<file path="src/rtl/bicycle_pkg.sv">
// Shared types and default widths for the bicycle computer and its reed-sensor emulator.
package bicycle_pkg;

   localparam int unsigned DEF_PERIOD_WIDTH = 16;
   localparam int unsigned DEF_HIGH_WIDTH   = 8;
   localparam int unsigned DEF_BOUNCE_WIDTH = 4;
   localparam int unsigned DEF_COUNT_WIDTH  = 16;

   typedef enum logic [1:0] {
      StIdle,
      StBounce,
      StHigh,
      StLow
   } state_t;

endpackage

</file>
<file path="src/rtl/reed_pulse_gen_if.sv">
// Configuration/run-control and status bundle of the reed pulse generator.
interface reed_pulse_gen_if #(
   parameter int unsigned PERIOD_WIDTH = bicycle_pkg::DEF_PERIOD_WIDTH,
   parameter int unsigned HIGH_WIDTH   = bicycle_pkg::DEF_HIGH_WIDTH,
   parameter int unsigned BOUNCE_WIDTH = bicycle_pkg::DEF_BOUNCE_WIDTH,
   parameter int unsigned COUNT_WIDTH  = bicycle_pkg::DEF_COUNT_WIDTH
) ();

   logic                    enable;
   logic                    load;
   logic [PERIOD_WIDTH-1:0] period;
   logic [HIGH_WIDTH-1:0]   high_len;
   logic [BOUNCE_WIDTH-1:0] bounce;
   logic                    reed;
   logic                    rev_pulse;
   logic [COUNT_WIDTH-1:0]  rev_count;
   logic                    busy;

   modport master (
      output enable, load, period, high_len, bounce,
      input  reed, rev_pulse, rev_count, busy
   );

   modport slave (
      input  enable, load, period, high_len, bounce,
      output reed, rev_pulse, rev_count, busy
   );

endinterface

</file>
<file path="src/rtl/reed_pulse_gen.sv">
// Wheel-sensor emulator: drives a bouncing reed closure once per programmable revolution period.
// Outputs are registered from the FSM state, so they trail the state/tick by one cycle.
module reed_pulse_gen
   import bicycle_pkg::*;
#(
   parameter int unsigned PERIOD_WIDTH = DEF_PERIOD_WIDTH,
   parameter int unsigned HIGH_WIDTH   = DEF_HIGH_WIDTH,
   parameter int unsigned BOUNCE_WIDTH = DEF_BOUNCE_WIDTH,
   parameter int unsigned COUNT_WIDTH  = DEF_COUNT_WIDTH
) (
   input logic             i_clock,
   input logic             i_reset,
   reed_pulse_gen_if.slave bus
);

   state_t                  r_state, w_state_nxt;
   logic [PERIOD_WIDTH-1:0] r_tick, w_tick_nxt, w_tick_inc;
   logic [PERIOD_WIDTH-1:0] r_sh_period;
   logic [HIGH_WIDTH-1:0]   r_sh_high;
   logic [BOUNCE_WIDTH-1:0] r_sh_bounce;
   // Active revolution config: period, end of bounce, end of steady high.
   logic [PERIOD_WIDTH-1:0] r_p, r_bend, r_hend;
   logic                    r_reed, r_pulse, r_busy;
   logic [COUNT_WIDTH-1:0]  r_rev_count;

   logic [PERIOD_WIDTH-1:0] w_src_period;
   logic [HIGH_WIDTH-1:0]   w_src_high;
   logic [BOUNCE_WIDTH-1:0] w_src_bounce;
   logic [PERIOD_WIDTH:0]   w_h_x, w_b2_x, w_hend_x, w_minp_x, w_per_x, w_p_x;
   logic [PERIOD_WIDTH-1:0] w_eff_p, w_eff_bend, w_eff_hend;
   logic                    w_start_ok, w_start, w_last;
   logic                    w_reed_nxt, w_pulse_nxt;

   function automatic logic [PERIOD_WIDTH-1:0] sat_fn(input logic [PERIOD_WIDTH:0] v);
      return v[PERIOD_WIDTH] ? '1 : v[PERIOD_WIDTH-1:0];
   endfunction

   // Effective config for a revolution starting now; a coincident load bypasses the shadows.
   always_comb begin
      w_src_period = bus.load ? bus.period   : r_sh_period;
      w_src_high   = bus.load ? bus.high_len : r_sh_high;
      w_src_bounce = bus.load ? bus.bounce   : r_sh_bounce;
      w_h_x        = (w_src_high == '0) ? (PERIOD_WIDTH+1)'(1) : (PERIOD_WIDTH+1)'(w_src_high);
      w_b2_x       = (PERIOD_WIDTH+1)'(w_src_bounce) << 1;
      w_hend_x     = w_b2_x + w_h_x;
      w_minp_x     = w_hend_x + (PERIOD_WIDTH+1)'(1);
      w_per_x      = {1'b0, w_src_period};
      w_p_x        = (w_per_x > w_minp_x) ? w_per_x : w_minp_x;
      w_eff_p      = sat_fn(w_p_x);
      w_eff_bend   = sat_fn(w_b2_x);
      w_eff_hend   = sat_fn(w_hend_x);
   end

   // Next state/tick and the output values decoded from the current state/tick.
   always_comb begin
      w_state_nxt = r_state;
      w_tick_nxt  = r_tick;
      w_start     = 1'b0;
      w_start_ok  = bus.enable && (w_src_period != '0);
      w_tick_inc  = r_tick + PERIOD_WIDTH'(1);
      w_last      = (r_tick == r_p - PERIOD_WIDTH'(1));
      unique case (r_state)
         StIdle: begin
            if (w_start_ok) w_start = 1'b1;
         end
         StBounce, StHigh, StLow: begin
            if (w_last) begin
               if (w_start_ok) begin
                  w_start = 1'b1;
               end else begin
                  w_state_nxt = StIdle;
                  w_tick_nxt  = '0;
               end
            end else begin
               w_tick_nxt = w_tick_inc;
               if (w_tick_inc < r_bend)      w_state_nxt = StBounce;
               else if (w_tick_inc < r_hend) w_state_nxt = StHigh;
               else                          w_state_nxt = StLow;
            end
         end
         default: w_state_nxt = StIdle;
      endcase
      if (w_start) begin
         w_tick_nxt  = '0;
         w_state_nxt = (w_eff_bend != '0) ? StBounce : StHigh;
      end

      w_reed_nxt = 1'b0;
      case (r_state)
         StBounce: w_reed_nxt = ~r_tick[0];
         StHigh:   w_reed_nxt = 1'b1;
         default:  w_reed_nxt = 1'b0;
      endcase
      w_pulse_nxt = (r_state != StIdle) && (r_tick == '0);
   end

   // FSM state and intra-revolution tick.
   always_ff @(posedge i_clock) begin
      if (i_reset) begin
         r_state <= StIdle;
         r_tick  <= '0;
      end else begin
         r_state <= w_state_nxt;
         r_tick  <= w_tick_nxt;
      end
   end

   // Shadow/active config, registered outputs and revolution counter.
   always_ff @(posedge i_clock) begin
      if (i_reset) begin
         r_sh_period <= '0;
         r_sh_high   <= '0;
         r_sh_bounce <= '0;
         r_p         <= '0;
         r_bend      <= '0;
         r_hend      <= '0;
         r_reed      <= 1'b0;
         r_pulse     <= 1'b0;
         r_busy      <= 1'b0;
         r_rev_count <= '0;
      end else begin
         if (bus.load) begin
            r_sh_period <= bus.period;
            r_sh_high   <= bus.high_len;
            r_sh_bounce <= bus.bounce;
         end
         if (w_start) begin
            r_p    <= w_eff_p;
            r_bend <= w_eff_bend;
            r_hend <= w_eff_hend;
         end
         r_reed  <= w_reed_nxt;
         r_pulse <= w_pulse_nxt;
         r_busy  <= (r_state != StIdle);
         if (w_pulse_nxt) r_rev_count <= r_rev_count + COUNT_WIDTH'(1);
      end
   end

   assign bus.reed      = r_reed;
   assign bus.rev_pulse = r_pulse;
   assign bus.rev_count = r_rev_count;
   assign bus.busy      = r_busy;

endmodule

</file>
<file path="src/flat_wrapper.sv">
// flat-port wrapper written by rule: the top's interface ports become plain ports
module reed_pulse_gen_flat import bicycle_pkg::*;
#(
   parameter int unsigned PERIOD_WIDTH = DEF_PERIOD_WIDTH,
   parameter int unsigned HIGH_WIDTH   = DEF_HIGH_WIDTH,
   parameter int unsigned BOUNCE_WIDTH = DEF_BOUNCE_WIDTH,
   parameter int unsigned COUNT_WIDTH  = DEF_COUNT_WIDTH
)
  (i_clock, i_reset, bus_enable, bus_load, bus_period, bus_high_len, bus_bounce, bus_reed, bus_rev_pulse, bus_rev_count, bus_busy);
  reed_pulse_gen_if #(.PERIOD_WIDTH(PERIOD_WIDTH), .HIGH_WIDTH(HIGH_WIDTH), .BOUNCE_WIDTH(BOUNCE_WIDTH), .COUNT_WIDTH(COUNT_WIDTH)) bus_i ();
  input logic i_clock;
  input logic i_reset;
  input wire logic [$bits(bus_i.enable)-1:0] bus_enable;
  input wire logic [$bits(bus_i.load)-1:0] bus_load;
  input wire logic [$bits(bus_i.period)-1:0] bus_period;
  input wire logic [$bits(bus_i.high_len)-1:0] bus_high_len;
  input wire logic [$bits(bus_i.bounce)-1:0] bus_bounce;
  output wire logic [$bits(bus_i.reed)-1:0] bus_reed;
  output wire logic [$bits(bus_i.rev_pulse)-1:0] bus_rev_pulse;
  output wire logic [$bits(bus_i.rev_count)-1:0] bus_rev_count;
  output wire logic [$bits(bus_i.busy)-1:0] bus_busy;
  assign bus_i.enable = bus_enable;
  assign bus_i.load = bus_load;
  assign bus_i.period = bus_period;
  assign bus_i.high_len = bus_high_len;
  assign bus_i.bounce = bus_bounce;
  assign bus_reed = bus_i.reed;
  assign bus_rev_pulse = bus_i.rev_pulse;
  assign bus_rev_count = bus_i.rev_count;
  assign bus_busy = bus_i.busy;
  reed_pulse_gen #(.PERIOD_WIDTH(PERIOD_WIDTH), .HIGH_WIDTH(HIGH_WIDTH), .BOUNCE_WIDTH(BOUNCE_WIDTH), .COUNT_WIDTH(COUNT_WIDTH)) u_core (.i_clock(i_clock), .i_reset(i_reset), .bus(bus_i));
endmodule
</file>
<file path="config.mk">
export PLATFORM = sky130hd
export DESIGN_NAME = reed_pulse_gen_flat
export DESIGN_NICKNAME = d
export VERILOG_FILES = /design/src/rtl/bicycle_pkg.sv /design/src/rtl/reed_pulse_gen_if.sv /design/src/rtl/reed_pulse_gen.sv /design/src/flat_wrapper.sv
export SDC_FILE = /design/constraint.sdc
export NUM_CORES = 1
export LEC_CHECK = 0
export ABC_AREA = 1
export BUFFER_PORTS_ARGS = -buffer_cell sky130_fd_sc_hd__buf_4
export CORE_MARGIN = 1
export CORE_UTILIZATION = 50
export CTS_BUF_LIST = sky130_fd_sc_hd__clkbuf_2
export DETAILED_ROUTE_END_ITERATION = 10
export PLACE_DENSITY = 0.73
export SETUP_SLACK_MARGIN = 0.05
export SLEW_MARGIN = 0
export SYNTH_ARGS = -nofsm -noshare
export SYNTH_HDL_FRONTEND = slang
export SYNTH_SLANG_ARGS = --single-unit
</file>
<file path="constraint.sdc">
create_clock -name i_clock -period 3.4 [get_ports i_clock]
set_input_delay 0.17 -clock i_clock [delete_from_list [all_inputs] [get_ports i_clock]]
set_output_delay 0.17 -clock i_clock [all_outputs]
set_load 0.005 [all_outputs]
</file>
==> summary.md <==
| Metric | Value |
|---|---|
| Status | `complete, but fails checks` |
| Failing checks | `setup timing` |
| Mux contribution to synthesized area | `0.00331` |
| Starting Density | `0.521` |
| Die Width | `around 110 µm` |
| Leading cell type in the layout, fill and taps excluded | `nand2_1` |
| Routed WL | `about 16 mm` |
| Setup violations, final | `4` |
| Worst vdd ir | `approximately 0.00031 V` |
| Layout cell share with drive strength beyond 1 | `0.197` |
| Vias in the first global route | `between 5000 and 6000` |
| Die height | `112 µm` |
| Worst path cell trace | `dlygate4sd3_1 -> buf_4 -> or2_2 -> o21ai_2 -> inv_2 -> ha_4 -> a21oi_2 -> nand2_1 -> nand2_1 -> nand2_1 -> nand2_2 -> xor2_2 -> nand4_1 -> xor2_2 -> ha_1 -> nand2_2 -> nor2_2 -> o21a_1 -> o21ai_1 -> nand3_1 -> nand2_4 -> clkbuf_16 -> o21ai_2 -> o22ai_1` |
| Sequential power share | `0.356` |
| Combinational share of power | `0.490` |
| Power Dens Cells | `494 nW/µm²` |
| Yosys Warn Count | `0` |
| DRC viols | `0` |
| Post-layout net count | `1076` |
| Maxcap violations | `0` |
| Register bit total from synthesis | `94` |
| Crit Reg-Reg Endpoint | `u_core.r_p[4]` |
| Max Buffers Root-to-Sink | `2` |
| Post-synth EDFFs | `0` |
| Clk sinks | `between 90 and 100` |
| Simple-gate area share of the yosys netlist | `0.344` |
| CP Capture Type | `register` |
| CTS tree | `built` |
| Critical Path RT | `roughly 4.0 ns` |
| Crit Path Category | `primary input to register` |
| Pre-CTS setup slack | `-0.0657 ns` |
| Layout Cell Area excl Fill | `about 7500 µm²` |
| Synth Area in XOR/XNOR | `0.0435` |
| Routed len/inst | `13.9 µm` |
| Drt first pass iters | `6` |
| Setup Skew | `0.0473 ns` |
| CP Max Fanout | `7` |
| Worst setup margin | `-0.0675 ns` |
| CP bufs+invs | `4` |
| Top_reg_cell synth | `dfxtp_1` |
| F_max | `approximately 290 MHz` |
| Port Buffer Count | `50` |
| Total net switching power | `approximately 1.6 mW` |
| Fin crit period | `~3.5 ns` |
| Initial DRC count | `430` |
| Die area | `approximately 13000 µm²` |
| Later-pin clock latency in the skew report | `roughly 0.63 ns` |
| Vias per inst | `5.22` |
| Final Hold Fails | `0` |
| Hold EP | `u_core.r_sh_bounce[3]` |
| WHS Path Cells | `5` |
| # rows | `39` |
| Internal | `approximately 2.1 mW` |
| Worst min path class | `primary input to register` |
| Arrival time at the worst endpoint | `between 4 and 5 ns` |
| Total track usage | `0.262` |
| Crit path launch type | `primary input` |
| H-tree depth | `3` |
| Synth Cell Area | `just over 6000 µm²` |
| Root buffer cell | `clkbuf_2` |
| Total vias in the final route | `6036` |
| IO Pins | `slightly above 50` |
| Reg clk slew, reported paths | `approximately 0.28 ns` |
| Critical path's top delay family | `simple AND/OR/NAND/NOR gates` |
| Most frequent cells in the layout | `nand2_1, inv_1, nor2_1, dfxtp_1, buf_4` |
| Layout area overhead | `24.5%` |
| Largest net degree at the start of global routing | `46` |
| Clk pwr share | `0.154` |
| Post-DP Area | `about 6800 µm²` |
| Net Count, Synth | `around 960` |
| Adder-cell share of the synthesized area | `0.0737` |
| Leakage power | `3.48 nW` |
| Hold path start | `bus_bounce[3]` |
| Fraction of registers with async set/reset | `0` |
| CTS buffer count | `9` |
| Post-synth cell types | `45` |
| Global-route wire length before repair | `between 20 and 30 mm` |
| Slowest-stage cell, CP | `dlygate4sd3_1` |
| Final ANT Viol Nets | `0` |
| Sw frac | `0.439` |
| Max Transition Viols Final | `0` |
| Initial antenna violation count | `0` |
| Largest family of logic cells by synthesized area | `simple AND/OR/NAND/NOR gates` |
| R2R cell count | `21` |
| ANT cells | `0` |
| Mapped Avg Cell Area | `6.78 µm²` |
| Fillers | `1000` |
| Worst-Margin Slew | `around 0.67 ns` |
| Sequential share of the synthesized area | `0.311` |
| Slew HR | `0.548` |
| DPL Wire Length | `about 11 mm` |
| Worst r2r src | `u_core.r_sh_bounce[2]` |
| Core area | `roughly 12000 µm²` |
| FF-to-FF setup slack | `-0.02 ns` |
| Critical path's largest stage delay | `between 0.5 and 0.6 ns` |
| RSZ-0062 raised after global routing | `true` |
| Period utilization | `1.02` |
| GPL Wtd Cong | `between 0.9 and 1` |
| Grt ovf | `0` |
| Post-synthesis cell count | `just under 900` |
| Crit path top cell by count | `nand2_1` |
| Post-synthesis compound-gate area fraction | `0.118` |
-- worst max path at each step --
stage	cells past startpoint	endpoint	from	slack, ns
3_5_place_dp	21	u_core.r_p[2]	bus_load	-0.07
6_report	24	u_core.r_p[4]	bus_bounce[2]	-0.07
4_1_cts	18	u_core.r_p[4]	u_core.r_sh_bounce[0]	0.09
3_3_place_gp	21	u_core.r_p[6]	bus_load	0.02
2_1_floorplan	24	u_core.r_p[3]	bus_load	0.06
5_1_grt	21	u_core.r_p[4]	u_core.r_sh_bounce[2]	-0.23
-- state kept, by name, indices dropped and copies added (netlist names) --
signal / flops
u_core.bus.busy: 1
u_core.bus.reed: 1
u_core.bus.rev_count: 16
u_core.bus.rev_pulse: 1
u_core.r_bend: 4
u_core.r_hend: 9
u_core.r_p: 16
u_core.r_sh_bounce: 4
u_core.r_sh_high: 8
u_core.r_sh_period: 16
u_core.r_state: 2
u_core.r_tick: 16
-- repair_timing --
item,in CTS,in global routing
setup endpoints to repair,0,10
hold endpoints to repair,44,0
hold buffers,42,0
gates resized for setup,0,46
setup buffers,0,3
-- layer usage --
metal	up-vias	part of all wire	GRT usage
li1	3117	-	-
met1	2739	0.48	0.343
met2	159	0.46	0.434
met3	21	0.048	0.0533
met4	0	0.019	0.0836
met5	-	0	0
-- stage by stage --
step	power, mW	utilization	TNS (ns)	std cells	hold WS (ns)
after detailed placement	3.03	0.585	-0.426	1095	0.461
after floorplan	2.58	-	0	892	0.353
after global placement	3.01	0.585	0	1095	0.453
after CTS	3.64	0.630	0	1153	0.0396
final	3.72	0.648	-0.106	1157	0.0249
after global routing	4.01	0.648	-1.69	1157	0.0609
-- worst min-delay path, stage by stage --
cell and delay (ns):
buf_4 0.08, or2_2 0.09, o21ai_1 0.07, buf_4 0.14
nor2_1 0.08
-- final cells by class --
| class | count | area, µm² | area share |
|---|---|---|---|
| Multi-Input combinational cell | 650 | 3760 | 0.499 |
| Sequential cell | 94 | 1880 | 0.250 |
| Timing Repair Buffer | 132 | 1140 | 0.151 |
| Inverter | 122 | 460 | 0.0611 |
| Tap cell | 143 | 179 | 0.0238 |
| Clock inverter | 6 | 60.1 | 0.00798 |
| Clock buffer | 10 | 50.0 | 0.00665 |
-- power groups by stage --
stage	Combinational, mW	Clock [mW]	Sequential [mW]
floorplan	1.26	0	1.33
global placement	1.66	0	1.34
detailed placement	1.68	0	1.35
CTS	1.73	0.585	1.32
global route	2.05	0.622	1.34
finish	1.82	0.572	1.33
-- cells in the mapped netlist (4+ instances only) --
master,instances,area share
buf_2,4,0.0033
a21oi_1,30,0.025
o21ai_0,33,0.027
nand2_2,15,0.016
nor4_1,6,0.0062
o21ai_1,17,0.014
or2_2,6,0.0062
nand4_1,18,0.019
nor3_1,16,0.013
nand2_1,194,0.12
nor2_1,108,0.067
o22ai_1,11,0.011
xor2_1,20,0.029
dfxtp_1,94,0.31
buf_6,9,0.017
inv_2,5,0.0031
o31ai_1,4,0.0050
or2_1,7,0.0072
nand3b_1,6,0.0074
ha_1,34,0.070
inv_1,117,0.073
a21oi_2,9,0.013
clkbuf_1,10,0.0062
nand3_1,75,0.062
xnor2_1,10,0.014
-- cells by family (layout without fill, tap and decap cells) --
kind of cell | count (synthesis) | after routing
adders and majority gates | 35 | 35
muxes | 2 | 2
xor gates and xnor gates | 30 | 30
AOI/OAI and AO/OA | 118 | 118
other | 1 | 1
buffers and inverters | 148 | 270
and+or+nand+nor | 464 | 464
DFF | 94 | 94
(Power assumes the default switching activity.)
